### src/rtl/psum_acc_if.sv
// psum_acc_if: psum input stream and accumulated-result output stream for psum_acc
interface psum_acc_if #(parameter int psum_bw = 16);
  logic                      in_valid;
  logic                      in_ready;
  logic signed [psum_bw-1:0] in_psum;
  logic                      out_valid;
  logic                      out_ready;
  logic signed [psum_bw-1:0] out_data;
  modport master (output in_valid, in_psum, out_ready, input in_ready, out_valid, out_data);
  modport slave (input in_valid, in_psum, out_ready, output in_ready, out_valid, out_data);
endinterface

### src/rtl/psum_acc.sv
// psum_acc: multi-pass saturating partial-sum accumulator with drain stream; PSUM_ACC_RELU_EN clamps drained values at zero
module psum_acc #(
  parameter int psum_bw = 16,
  parameter int depth = 16
) (
  input  logic       clk,
  input  logic       reset,
  input  logic       start,
  input  logic [3:0] cfg_len,
  input  logic [3:0] cfg_pass,
  psum_acc_if.slave  bus,
  output logic       busy,
  output logic       done
);
  localparam int aw = $clog2(depth);
  typedef enum logic [1:0] {IDLE, ACC, DRAIN, DONE} state_t;
  state_t state_q, state_d;
  logic [aw-1:0] idx_q, idx_d, len_q, len_d;
  logic [3:0] pass_q, pass_d, passes_q, passes_d;
  logic in_ready_q, out_valid_q, busy_q, done_q;
  logic signed [psum_bw-1:0] acc_q [depth];
  logic signed [psum_bw-1:0] rd, sat;
  logic signed [psum_bw:0] sum;
  logic in_fire, out_fire, last_idx;
  assign rd = acc_q[idx_q];
  assign in_fire = bus.in_valid && in_ready_q;
  assign out_fire = bus.out_ready && out_valid_q;
  assign last_idx = idx_q == len_q;
  assign bus.in_ready = in_ready_q;
  assign bus.out_valid = out_valid_q;
  assign busy = busy_q;
  assign done = done_q;
`ifdef PSUM_ACC_RELU_EN
  assign bus.out_data = (out_valid_q && !rd[psum_bw-1]) ? rd : '0;
`else
  assign bus.out_data = out_valid_q ? rd : '0;
`endif
  // one extra bit of headroom, then clamp when the top two bits disagree
  always_comb begin
    sum = (pass_q == 4'd0 ? '0 : {rd[psum_bw-1], rd}) + {bus.in_psum[psum_bw-1], bus.in_psum};
    sat = (sum[psum_bw] != sum[psum_bw-1]) ? {sum[psum_bw], {(psum_bw-1){~sum[psum_bw]}}} : sum[psum_bw-1:0];
  end
  // next-state: walk entries within a pass, passes within a job, then drain
  always_comb begin
    state_d = state_q;
    idx_d = idx_q;
    pass_d = pass_q;
    len_d = len_q;
    passes_d = passes_q;
    case (state_q)
      IDLE: if (start) begin
        state_d = ACC;
        idx_d = '0;
        pass_d = '0;
        len_d = aw'(cfg_len);
        passes_d = cfg_pass;
      end
      ACC: if (in_fire) begin
        idx_d = last_idx ? '0 : idx_q + 1'b1;
        pass_d = last_idx ? pass_q + 4'd1 : pass_q;
        state_d = (last_idx && pass_q == passes_q) ? DRAIN : ACC;
      end
      DRAIN: if (out_fire) begin
        idx_d = last_idx ? '0 : idx_q + 1'b1;
        state_d = last_idx ? DONE : DRAIN;
      end
      default: state_d = IDLE;
    endcase
  end
  // control state and registered status outputs
  always_ff @(posedge clk) begin
    if (reset) begin
      state_q <= IDLE;
      idx_q <= '0;
      pass_q <= '0;
      len_q <= '0;
      passes_q <= '0;
      in_ready_q <= 1'b0;
      out_valid_q <= 1'b0;
      busy_q <= 1'b0;
      done_q <= 1'b0;
    end else begin
      state_q <= state_d;
      idx_q <= idx_d;
      pass_q <= pass_d;
      len_q <= len_d;
      passes_q <= passes_d;
      in_ready_q <= state_d == ACC;
      out_valid_q <= state_d == DRAIN;
      busy_q <= state_d != IDLE;
      done_q <= state_d == DONE;
    end
  end
  // accumulator storage; first pass overwrites so no clear is needed
  always_ff @(posedge clk) begin
    if (!reset && in_fire) acc_q[idx_q] <= sat;
  end
endmodule

### src/flat_wrapper.sv
// flat-port wrapper written by rule: the top's interface ports become plain ports
module psum_acc_flat 
#(
  parameter int psum_bw = 16,
  parameter int depth = 16
)
  (clk, reset, start, cfg_len, cfg_pass, busy, done, bus_in_valid, bus_in_psum, bus_out_ready, bus_in_ready, bus_out_valid, bus_out_data);
  psum_acc_if #(.psum_bw(psum_bw)) bus_i ();
  input  logic clk;
  input  logic reset;
  input  logic start;
  input  logic [3:0] cfg_len;
  input  logic [3:0] cfg_pass;
  output logic busy;
  output logic done;
  input wire logic [$bits(bus_i.in_valid)-1:0] bus_in_valid;
  input wire logic [$bits(bus_i.in_psum)-1:0] bus_in_psum;
  input wire logic [$bits(bus_i.out_ready)-1:0] bus_out_ready;
  output wire logic [$bits(bus_i.in_ready)-1:0] bus_in_ready;
  output wire logic [$bits(bus_i.out_valid)-1:0] bus_out_valid;
  output wire logic [$bits(bus_i.out_data)-1:0] bus_out_data;
  assign bus_i.in_valid = bus_in_valid;
  assign bus_i.in_psum = bus_in_psum;
  assign bus_i.out_ready = bus_out_ready;
  assign bus_in_ready = bus_i.in_ready;
  assign bus_out_valid = bus_i.out_valid;
  assign bus_out_data = bus_i.out_data;
  psum_acc #(.psum_bw(psum_bw), .depth(depth)) u_core (.clk(clk), .reset(reset), .start(start), .cfg_len(cfg_len), .cfg_pass(cfg_pass), .bus(bus_i), .busy(busy), .done(done));
endmodule
### config.mk
export PLATFORM = sky130hd
export DESIGN_NAME = psum_acc_flat
export DESIGN_NICKNAME = d
export VERILOG_FILES = /design/src/rtl/psum_acc_if.sv /design/src/rtl/psum_acc.sv /design/src/flat_wrapper.sv
export SDC_FILE = /design/constraint.sdc
export NUM_CORES = 1
export LEC_CHECK = 0
export BUFFER_PORTS_ARGS = -buffer_cell sky130_fd_sc_hd__buf_4
export CORE_MARGIN = 3
export CORE_UTILIZATION = 35
export CTS_BUF_LIST = sky130_fd_sc_hd__clkbuf_4 sky130_fd_sc_hd__clkbuf_8
export DETAILED_ROUTE_END_ITERATION = 10
export GPL_TIMING_DRIVEN = 1
export SLEW_MARGIN = 20
export SYNTH_ARGS = -nofsm -noshare
export SYNTH_HDL_FRONTEND = slang
export SYNTH_SLANG_ARGS = --single-unit
### constraint.sdc
create_clock -name clk -period 6.4 [get_ports clk]
set_input_delay 0.64 -clock clk [delete_from_list [all_inputs] [get_ports clk]]
set_output_delay 0.64 -clock clk [all_outputs]
set_load 0.005 [all_outputs]
# Yosys cells after proc, flatten, opt, wreduce, memory -nomap -nowiden
# Memory sizes are Yosys's and may differ from the RTL's. A register that Yosys moved wholly into a read port is not among the register bits.
# Index checks and enable logic that the tools add are counted.
[classes] add_sub_neg=3 n_eq_ne=12 n_mux=21 bitwise=1 reduce_logical=13
[op_table] op="$mux 16" n=2
[op_table] op="$mux 4" n=8
[op_table] op="$add 17x17->17" n=1
[op_table] op="$mux 17" n=1
[op_table] op="$pmux 4 s3" n=1
[op_table] op="$add 4x1->4 const B" n=2
[op_table] op="$eq 4x4->1" n=2
[op_table] op="$mux 2" n=4
[op_table] op="$pmux 4 s2" n=1
[op_table] op="$reduce_and 4->1" n=2
[op_table] op="$eq 2x2->1 const B" n=3
[op_table] op="$ne 2x1->1 const B" n=3
[op_table] op="$pmux 2 s3" n=1
[op_table] op="$eq 2x1->1 const B" n=2
[op_table] op="$logic_and 1x1->1" n=4
[op_table] op="$logic_not 4->1" n=1
[op_table] op="$reduce_bool 2->1" n=2
[op_table] op="$mux 1" n=3
[op_table] op="$reduce_bool 3->1" n=1
[op_table] op="$logic_not 2->1" n=1
[op_table] op="$ne 2x2->1 const B" n=1
[op_table] op="$reduce_and 2->1" n=1
[op_table] op="$logic_not 1->1" n=1
[op_table] op="$ne 1x1->1" n=1
[op_table] op="$not 1->1" n=1
[totals] register_bits=22 ramBits=256 input_bits=29 out_inout_bits=20 elab_cells=60 n_memories=1
[mem_list] memory="u_core.acc_q" words=16 width=16 read_ports=1 rd_ports_with_merged_regs=1 write_ports=1 line="psum_acc.sv:21" text="logic signed [psum_bw-1:0] acc_q [depth];"

# Depth between registers and ports, before layout
[logic_depth] depth_word=6 depth_mapped=15 mapped_depth_nobuf=13

# Worst setup path after synthesis
# Ideal clock, no wire load.
[synth_timing] kind="register to register" startpoint="reg (tool-made name)" endpoint="mem u_core.acc_q[0][12] (data pin)" setup_time_ps=341 t_arrival_ps=4192 required_ps=6059 setup_slack_ps=1868 path_stages_with_launch=13 path_buffers=2 synth_period_minus_slack_ps=4532 path_cell_list="dfxtp_1 -> buf_2 -> buf_2 -> mux4_2 -> mux4_2 -> nor2b_1 -> ha_1 -> a21o_1 -> a21oi_4 -> a31oi_2 -> o41ai_2 -> a211oi_4 -> o31ai_1"
[synth_rtl] element="end, declared" line="psum_acc.sv:21"

==> impl_metrics.ini <==
[placement]
place_hpwl_mm = 16.6
gp_congestion = 0.904
port_buffers = 48

[layout]
final_common_cell = edfxtp_1
nets = 839
ff_latch_area_mm2 = 0.00821
nFillCells = 3022
areaGrowthSynthToFinish_pct = 16.2
final_cell_mix = edfxtp_1 (256), mux4_2 (80), buf_4 (72), clkbuf_8 (46), nand2_1 (38)
antenna_cells = 0
drive_gt1_frac = 0.325
multi_input_area_mm2 = 0.00374

[sta]
setup_viol = 0
slew_violations = 0
finalHoldViolCount = 0
max_slew_margin = 0.336
rsz0062_at_grt = false
layout_min_cycle_time_ns = 5.04
fin_worst_skew_ns = 0.0238
max_freq_ghz = 0.198
tightest_slew_ns = 0.989
fin_crit_sh = 0.787
setup_tns_ns = 0

[flow_run]
drv_cap = 0

[synth]
ys_seq_area_frac = 0.680
synth_edf_count = 256
ys_types = 55
synth-seq-cells = 282
synth_flop_cell = edfxtp_1
syn_area_mm2 = 0.0121
postSynthAreaPerCell_um2 = 17.5
async_flop_share = 0
syn_inst = 689
yosys_warnings = 0
syn_nets = 746

[clocking]
cts.repair.resized = 0
clockBufferDepth = 3
cts_max_level = 2
clock_latency_ns = 0.56
cts_sinks = 282
cts_buffers = 44
path_clk_slew_ns = 0.06
cts_tree = built
cts_hold_buf = 0
cts_root_buf = clkbuf_8
post_cts_buffers = 0

[pwr]
power.leakage_nw = 4.57
totalPowerFinal_mw = 4.27
ir_drop_uv = 125
cellPowerDensity_mw_per_mm2 = 304

[global_route]
antenna_found_initial = 0
gr-usage-all-layers = 0.155
grt_max_degree = 65
grt_pass1_vias = 6789
grt_pass1_wl_mm = 42.0
globalRoute.totalOverflow = 0

[die]
row_count = 67
dieArea_mm2 = 0.0368
start_util = 0.358
die_y_um = 192
core_mm2 = 0.0338
ioPinCount = 49
die_x_um = 192

[min_path]
min_path_type = primary input to flip-flop
hold-path-endpoint = u_core.len_q[2]
hp-start = cfg_len[2]
whs_path_depth = 3

[drt]
num_vias = 6488
drt_iter0_markers = 542
vias_per_cell = 5.14
wl_mm = 27.9
antenna_left = 0
first_pass_iters = 4
drt-wirelength-per-cell_um = 22.1
drc_errors = 0

[worst_setup_path]
crit_fanout = 30
timing.rr.end = u_core.acc_q[15][2]
cp-end-kind = flip-flop
rrSetupSlack_ns = 1.36
path_class = flip-flop to flip-flop
cp-start-kind = flip-flop
r2r_cells = 11
cp.arrival_ns = 5.15
worstPathRequired_ns = 6.51

[run_status]
status = completed
[per-layer routing]
layer	global-route usage	vias to the layer above	share of wire
li1	-	2912	-
met1	0.208	3341	0.42
met2	0.263	190	0.51
met3	0.0232	45	0.051
met4	0.0409	0	0.019
met5	0	-	0
[worst max-delay path, stage by stage (launching register included)]
cell      delay (ns)
dfxtp_4         0.37
buf_12          0.25
mux4_2          0.55
mux4_2          0.53
nor2b_1         0.16
ha_1            0.40
nand4_1         0.23
or3_1           0.45
a31oi_2         0.20
o41ai_2         0.15
a211oi_4        0.73
o21ai_1         0.54
[worst max-delay path by stage]
stage                          from                   to  cells past startpoint
final                     flip-flop  u_core.acc_q[15][2]                     11
after global routing      flip-flop  u_core.acc_q[12][2]                     11
after CTS                 flip-flop  u_core.acc_q[15][2]                     11
after detailed placement  flip-flop   u_core.acc_q[6][2]                     11
after global placement    flip-flop   u_core.acc_q[6][2]                     11
after floorplan           flip-flop  u_core.acc_q[0][12]                     12
[cells by family after synthesis]
kind of cell / after synthesis / synth area share
xor gates and xnor gates: 20 / 0.0145
muxes: 81 / 0.150
adders and majority gates: 30 / 0.0313
DFF: 282 / 0.680
and+or+nand+nor: 155 / 0.0645
AOI/OAI and AO/OA: 75 / 0.0439
buffers and inverters: 46 / 0.0162
[cells in the mapped netlist, types with 2 or more instances]
master | count | share of area
nor3_1 | 11 | 0.0046
ha_1 | 27 | 0.028
and2_1 | 19 | 0.0098
xnor2_1 | 17 | 0.012
nor2b_1 | 19 | 0.0098
a31oi_1 | 2 | 0.0010
maj3_1 | 2 | 0.0017
or3_1 | 3 | 0.0016
nand3_1 | 9 | 0.0037
a21oi_1 | 26 | 0.011
dfxtp_1 | 26 | 0.043
nor3b_1 | 2 | 0.0012
nand2b_1 | 6 | 0.0031
o31ai_1 | 2 | 0.0012
a21o_1 | 4 | 0.0025
o2bb2ai_1 | 2 | 0.0015
o21ai_2 | 8 | 0.0058
and3_1 | 4 | 0.0021
inv_1 | 18 | 0.0056
nand2_1 | 38 | 0.012
o21bai_1 | 2 | 0.0012
nand3b_1 | 2 | 0.0012
edfxtp_1 | 256 | 0.64
xor2_1 | 3 | 0.0022
nand4_1 | 4 | 0.0021
o21ai_0 | 10 | 0.0041
buf_2 | 9 | 0.0037
nor2_1 | 34 | 0.011
clkbuf_1 | 16 | 0.0050
o211ai_1 | 2 | 0.0012
o21a_1 | 3 | 0.0019
mux4_2 | 80 | 0.15
[metrics by stage]
stage               setup slack [ns]  instances  cell area, um^2  hold slack [ns]  utilization
floorplan                       1.87        689            12100            0.449            -
global placement                1.40       1184            13200            0.461        0.390
detailed placement              1.33       1184            13200            0.465        0.390
CTS                             1.33       1263            14000            0.316        0.415
global route                    1.09       1263            14000            0.321        0.416
finish                          1.36       1263            14000            0.341        0.416
[area by class of cell]
cell class | instances | area share
repair buffers | 75 | 0.0428
flip-flops and latches | 282 | 0.585
multi-input cells | 361 | 0.266
inverters | 18 | 0.00481
well taps | 448 | 0.0399
clock inverters | 21 | 0.00980
clock buffers | 58 | 0.0515
[report_power, final]
part           switching (mW)  internal, mW  leakage (nW)
combinational           0.374         0.193          1.60
sequential             0.0129          2.22          2.51
clock                   0.686         0.785         0.459
[state kept, by name (all words and copies together), names as in the netlist, named ones only]
register,cells
u_core.len_q,4
u_core.busy,1
u_core.state_q,2
u_core.acc_q,256
u_core.idx_q,4
u_core.bus.in_ready,1
u_core.pass_q,4
u_core.done,1
u_core.bus.out_valid,1
u_core.passes_q,4
(Power assumes the default switching activity.)
